### config.mk
export PLATFORM = sky130hd
export DESIGN_NAME = stream_arbiter_4
export DESIGN_NICKNAME = d
export VERILOG_FILES = /design/src/rtl/stream_arbiter_4.sv
export SDC_FILE = /design/constraint.sdc
export NUM_CORES = 1
export LEC_CHECK = 0
export ABC_CLOCK_PERIOD_IN_PS = 5500
export CAP_MARGIN = 20
export CELL_PAD_IN_SITES_DETAIL_PLACEMENT = 1
export CELL_PAD_IN_SITES_GLOBAL_PLACEMENT = 2
export CORE_MARGIN = 4
export CORE_UTILIZATION = 25
export CTS_CLUSTER_DIAMETER = 80
export DETAILED_ROUTE_END_ITERATION = 12
export HOLD_SLACK_MARGIN = 0.12
export PLACE_DENSITY_LB_ADDON = 0.1
export SYNTH_ARGS = -nofsm -noshare
export SYNTH_HDL_FRONTEND = slang
export SYNTH_SLANG_ARGS = --single-unit
### constraint.sdc
create_clock -name clk -period 5.5 [get_ports clk]
set_input_delay 1.1 -clock clk [delete_from_list [all_inputs] [get_ports clk]]
set_output_delay 1.1 -clock clk [all_outputs]
set_load 0.03 [all_outputs]
### src/rtl/stream_arbiter_4.sv
`default_nettype none
// ============================================================================
// stream_arbiter_4 : packet-aware round-robin merge of four stb/ack streams
// Rev 1.0
// ============================================================================
module stream_arbiter_4 #(
    parameter int unsigned      WIDTH      = 32,
    parameter bit               EOM_ENABLE = 1'b1,
    parameter logic [WIDTH-1:0] EOM_VALUE  = 'h0000000A,
    parameter int unsigned      MAX_BURST  = 64
) (
    input  logic             clk,
    input  logic             rst,
    input  logic [WIDTH-1:0] input_in0,
    input  logic [WIDTH-1:0] input_in1,
    input  logic [WIDTH-1:0] input_in2,
    input  logic [WIDTH-1:0] input_in3,
    input  logic             input_in0_stb,
    input  logic             input_in1_stb,
    input  logic             input_in2_stb,
    input  logic             input_in3_stb,
    output logic             input_in0_ack,
    output logic             input_in1_ack,
    output logic             input_in2_ack,
    output logic             input_in3_ack,
    output logic [WIDTH-1:0] output_out,
    output logic             output_out_stb,
    input  logic             output_out_ack,
    output logic [1:0]       grant,
    output logic             busy
);

    typedef enum logic [0:0] {
        IDLE   = 1'b0,
        LOCKED = 1'b1
    } state_t;

    localparam logic [15:0] C_MAX_BURST = 16'(MAX_BURST);

    state_t           state_q;
    logic [1:0]       grant_q;
    logic [15:0]      cnt_q;
    logic [15:0]      cnt_d;
    logic [WIDTH-1:0] out_q;
    logic             out_stb_q;
    logic             busy_q;

    logic [3:0]       w_stb;
    logic [WIDTH-1:0] w_data [4];
    logic [WIDTH-1:0] w_sel_data;
    logic             w_load_ok;
    logic             w_xfer;
    logic [3:0]       w_ack;
    logic             w_rr_hit;
    logic [1:0]       w_rr_idx;
    logic             w_eom;
    logic             w_burst_end;

    assign w_stb = {input_in3_stb, input_in2_stb, input_in1_stb, input_in0_stb};

    always_comb begin
        w_data[0] = input_in0;
        w_data[1] = input_in1;
        w_data[2] = input_in2;
        w_data[3] = input_in3;
    end

    assign w_sel_data = w_data[grant_q];
    assign w_load_ok  = !out_stb_q || output_out_ack;
    assign w_xfer     = (state_q == LOCKED) && w_stb[grant_q] && w_load_ok;
    assign w_ack      = w_xfer ? (4'b0001 << grant_q) : 4'b0000;

    // Scan from grant+4 (the last grantee) down to grant+1 so the nearest hit wins.
    always_comb begin
        w_rr_hit = 1'b0;
        w_rr_idx = grant_q;
        for (int i = 4; i >= 1; i--) begin
            if (w_stb[grant_q + 2'(i)]) begin
                w_rr_hit = 1'b1;
                w_rr_idx = grant_q + 2'(i);
            end
        end
    end

    assign cnt_d       = cnt_q + 16'd1;
    assign w_eom       = EOM_ENABLE && (w_sel_data == EOM_VALUE);
    assign w_burst_end = (MAX_BURST != 0) && (cnt_d == C_MAX_BURST);

    always_ff @(posedge clk or negedge rst) begin
        if (!rst) begin
            state_q   <= IDLE;
            grant_q   <= 2'd3;
            cnt_q     <= 16'd0;
            out_q     <= '0;
            out_stb_q <= 1'b0;
            busy_q    <= 1'b0;
        end else begin
            if (w_xfer) begin
                out_q     <= w_sel_data;
                out_stb_q <= 1'b1;
            end else if (output_out_ack) begin
                out_stb_q <= 1'b0;
            end

            case (state_q)
                IDLE: begin
                    if (w_rr_hit) begin
                        grant_q <= w_rr_idx;
                        cnt_q   <= 16'd0;
                        state_q <= LOCKED;
                        busy_q  <= 1'b1;
                    end
                end
                LOCKED: begin
                    if (w_xfer) begin
                        cnt_q <= cnt_d;
                        if (w_eom || w_burst_end) begin
                            state_q <= IDLE;
                            busy_q  <= 1'b0;
                        end
                    end
                end
                default: begin
                    state_q <= IDLE;
                    busy_q  <= 1'b0;
                end
            endcase
        end
    end

    assign input_in0_ack  = w_ack[0];
    assign input_in1_ack  = w_ack[1];
    assign input_in2_ack  = w_ack[2];
    assign input_in3_ack  = w_ack[3];
    assign output_out     = out_q;
    assign output_out_stb = out_stb_q;
    assign grant          = grant_q;
    assign busy           = busy_q;

endmodule
`default_nettype wire

==> out/summary.json <==
{
  "yosys": {
    "synthCells": 363,
    "synthMostInstantiatedCell": "nand2_1",
    "ys_seq_elements": 53,
    "post-synth-top-area-fraction": 0.3603,
    "synth_seq_area_share": 0.3751,
    "synthArstFlopShare": 1.000,
    "leading_post_synthesis_cells_by_instance_count": "nand2_1 (114), dfrtp_1 (51), mux4_2 (34)",
    "syn_area_per_cell_um2": 9.758,
    "netlist-cell-type-count": 48,
    "most_area_hungry_cell_type_in_the_yosys_netlist": "dfrtp_1",
    "ys_dominant_reg_cell": "dfrtp_1",
    "synthesis.yosys.warnings": 0,
    "yosys-top-cells-area": "dfrtp_1 (36%), mux4_2 (22%), nand2_1 (12%)",
    "synth_area_um2": 3542,
    "synth-edff-count": 0,
    "net_count_after_synthesis": 503
  },
  "setup_path": {
    "worstSetupEndpointType": "output port",
    "rr_worst_depth": 7,
    "crit_family": "buffers and inverters",
    "critPathMaxFanout": 5,
    "timing.critical_path.cells": "clkdlybuf4s50_1, mux4_2, and3_1, and2_1, clkdlybuf4s50_1",
    "setup.reg_to_reg.worst_slack_ns": 2.28,
    "timing.rr.start": "grant[1]",
    "r2r_end": "cnt_q[11]",
    "worst-setup-path-type": "input port to output port",
    "critical-path-top-cell-by-count": "clkdlybuf4s50_1",
    "critPathArrivalTime_ns": 3.12,
    "timing.critical_path.slowest_cell_delay_ns": 0.59,
    "startpoint_type": "input port",
    "worst-path-buf-inv": 2,
    "critical_path_required_ns": 4.40,
    "worst_path_max_delay_cell": "clkdlybuf4s50_1"
  },
  "placement": {
    "detailed_place_hpwl_mm": 11.08,
    "routabilityCongestion": 0.8104,
    "port_buffers": 174
  },
  "timing": {
    "maxSlewViolCount": 0,
    "setup_violations": 0,
    "hold_ws_ns": 0.4759,
    "rsz0062_at_grt": "false",
    "max_freq_ghz": 0.2369,
    "tightest_slew_ns": 1.015,
    "worst_clock_skew_ns": 0.01415,
    "finalCriticalPeriod_ns": 4.221,
    "fin_setup_tns_ns": 0,
    "slew-limit-headroom": 0.3206,
    "fin_crit_sh": 0.7675,
    "final-hold-violation-count": 0
  },
  "clock_tree": {
    "cts_num_sinks": 53,
    "clock_path_buffers": 2,
    "worst_skew_pair_latency_ns": 0.30,
    "cts_tree": "done",
    "cts.repair_timing.setup_buffer_count": 0,
    "cts.clk_slew.worst_paths_ns": 0.07,
    "root_buffer": "clkbuf_16",
    "maximum_level_of_the_cts_h_tree": 2,
    "tritoncts.num_buffers": 5,
    "postCtsHoldBufs": 0,
    "cts_repair_resize_count": 0
  },
  "final_layout": {
    "multiInputGateArea_um2": 2058,
    "num_antenna_cells": 0,
    "filler_cell_count": 1602,
    "share_of_post_route_cells_with_drive_strength_above_1": 0.1141,
    "ff_latch_area_um2": 1329,
    "area_growth_syn_to_layout_pct": 57.68,
    "finalNetCount": 665
  },
  "hold_path": {
    "hold_depth": 2,
    "holdCritStartpoint": "output_out[22]",
    "worstHoldEndpoint": "output_out[22]",
    "hold_path_class": "flip-flop to flip-flop"
  },
  "global_routing": {
    "grt_first_pass_wirelength_mm": 21.58,
    "track_usage": 0.1700,
    "grt_overflow_total": 0,
    "grt_max_degree": 54,
    "via_count_of_the_first_global_routing_pass": 3774,
    "antenna_violations_before_repair": 0
  },
  "power_and_ir_drop": {
    "leakagePower_nw": 2.283,
    "power_per_cell_area_nw_per_um2": 282.3,
    "power_consumption_w": 0.001577,
    "power.ir.vdd_worst_uv": 119.8
  },
  "routing": {
    "route.detailed.vias_per_inst": 4.894,
    "routed_wire_length_per_instance_um": 19.39,
    "wl_mm": 13.69,
    "via_count": 3455,
    "first_pass_detailed_route_iteration_total": 4,
    "detail_route.iter0.violations": 157,
    "drtAntennaViolNets": 0,
    "drt_drc_violations_left": 0
  },
  "job": {
    "max-cap-violations": 0
  },
  "die": {
    "effective_utilization_at_floorplan": 0.2552,
    "horizontal_extent_of_the_die_um": 127.0,
    "row_count": 43,
    "fp.dieArea_um2": 16140,
    "floorplan.io_pins": 175,
    "die_y_um": 127.0,
    "core-area_um2": 13880
  },
  "run_status": {
    "result_of_the_run": "completed"
  }
}
==> worst max path at each step <==
stage | startpoint | to | cells past startpoint
after floorplan | input_in3_stb | input_in0_ack | 4
after global placement | input_in3_stb | input_in3_ack | 5
after detailed placement | input_in3_stb | input_in2_ack | 5
after CTS | input_in3_stb | input_in2_ack | 5
after global routing | input_in3_stb | input_in2_ack | 5
final | input_in2_stb | input_in2_ack | 5
==> cells by family after synthesis <==
kind of cell	count (synthesis)	synth area share
mux	36	0.2222
simple gates	178	0.2317
xor+xnor	5	0.01236
fa+ha+maj	5	0.01766
compound gates	55	0.09573
buf+inv	31	0.04521
flops	53	0.3751
==> worst reg2reg max path: cells and delay by family, from the launching register on <==
family | cells | cell delay (ns)
compound gates | 2 | 0.34
flops | 1 | 0.52
buf+inv | 2 | 0.73
mux | 1 | 0.43
simple gates | 2 | 1.08
==> sequential cells by signal, indices dropped and copies added, names as in the netlist <==
| signal | count |
|---|---|
| cnt_q | 16 |
| busy | 1 |
| state_q | 1 |
| output_out_stb | 1 |
| output_out | 32 |
| grant | 2 |
==> cell usage in the layout (no fill, tap or decap), drive strengths merged, types with 2 or more instances in the layout <==
cell type	count
nor2	19
nand3	8
dfstp	2
a31oi	2
clkdlybuf4s50	173
nor4b	2
a21oi	2
nand4	7
and2	6
nor3	2
buf	6
nor4	9
o21ai	32
o31ai	4
o22ai	2
mux4	34
and3	6
xnor2	4
o41ai	2
nand2b	2
clkbuf	5
nand2	114
ha	5
inv	9
a311oi	2
dfrtp	51
==> per-layer routing <==
layer | track usage | part of all wire | wire (um)
met5 | 0 | 0 | 0
met4 | 0.04543 | 0.020 | 280
met3 | 0.05602 | 0.070 | 952
met2 | 0.2827 | 0.50 | 6865
met1 | 0.2130 | 0.41 | 5588
==> power by group <==
part / total (W) / leakage (nW) / switching (W) / internal [W]
Sequential: 0.000525 / 0.663 / 0.0000561 / 0.000469
Clock: 0.000375 / 0.0848 / 0.000157 / 0.000219
Combinational: 0.000676 / 1.54 / 0.000370 / 0.000306
==> final cells by class <==
type,instances,area share
Sequential cell,53,0.2379
Clock buffer,5,0.02240
Inverter,7,0.004704
Multi-Input combinational cell,279,0.3685
Tap cell,180,0.04032
Timing Repair Buffer,179,0.3177
Clock inverter,3,0.008513
==> metrics by stage <==
step | cells | cell area (um2) | utilization | worst slack (ns)
5_1_grt | 706 | 5585 | 0.4024 | 1.176
6_report | 706 | 5585 | 0.4024 | 1.279
3_3_place_gp | 698 | 5413 | 0.3899 | 1.327
4_1_cts | 706 | 5585 | 0.4024 | 1.279
2_1_floorplan | 363 | 3542 | - | 2.172
3_5_place_dp | 698 | 5413 | 0.3899 | 1.291
Power figures use the tool's default switching activity.
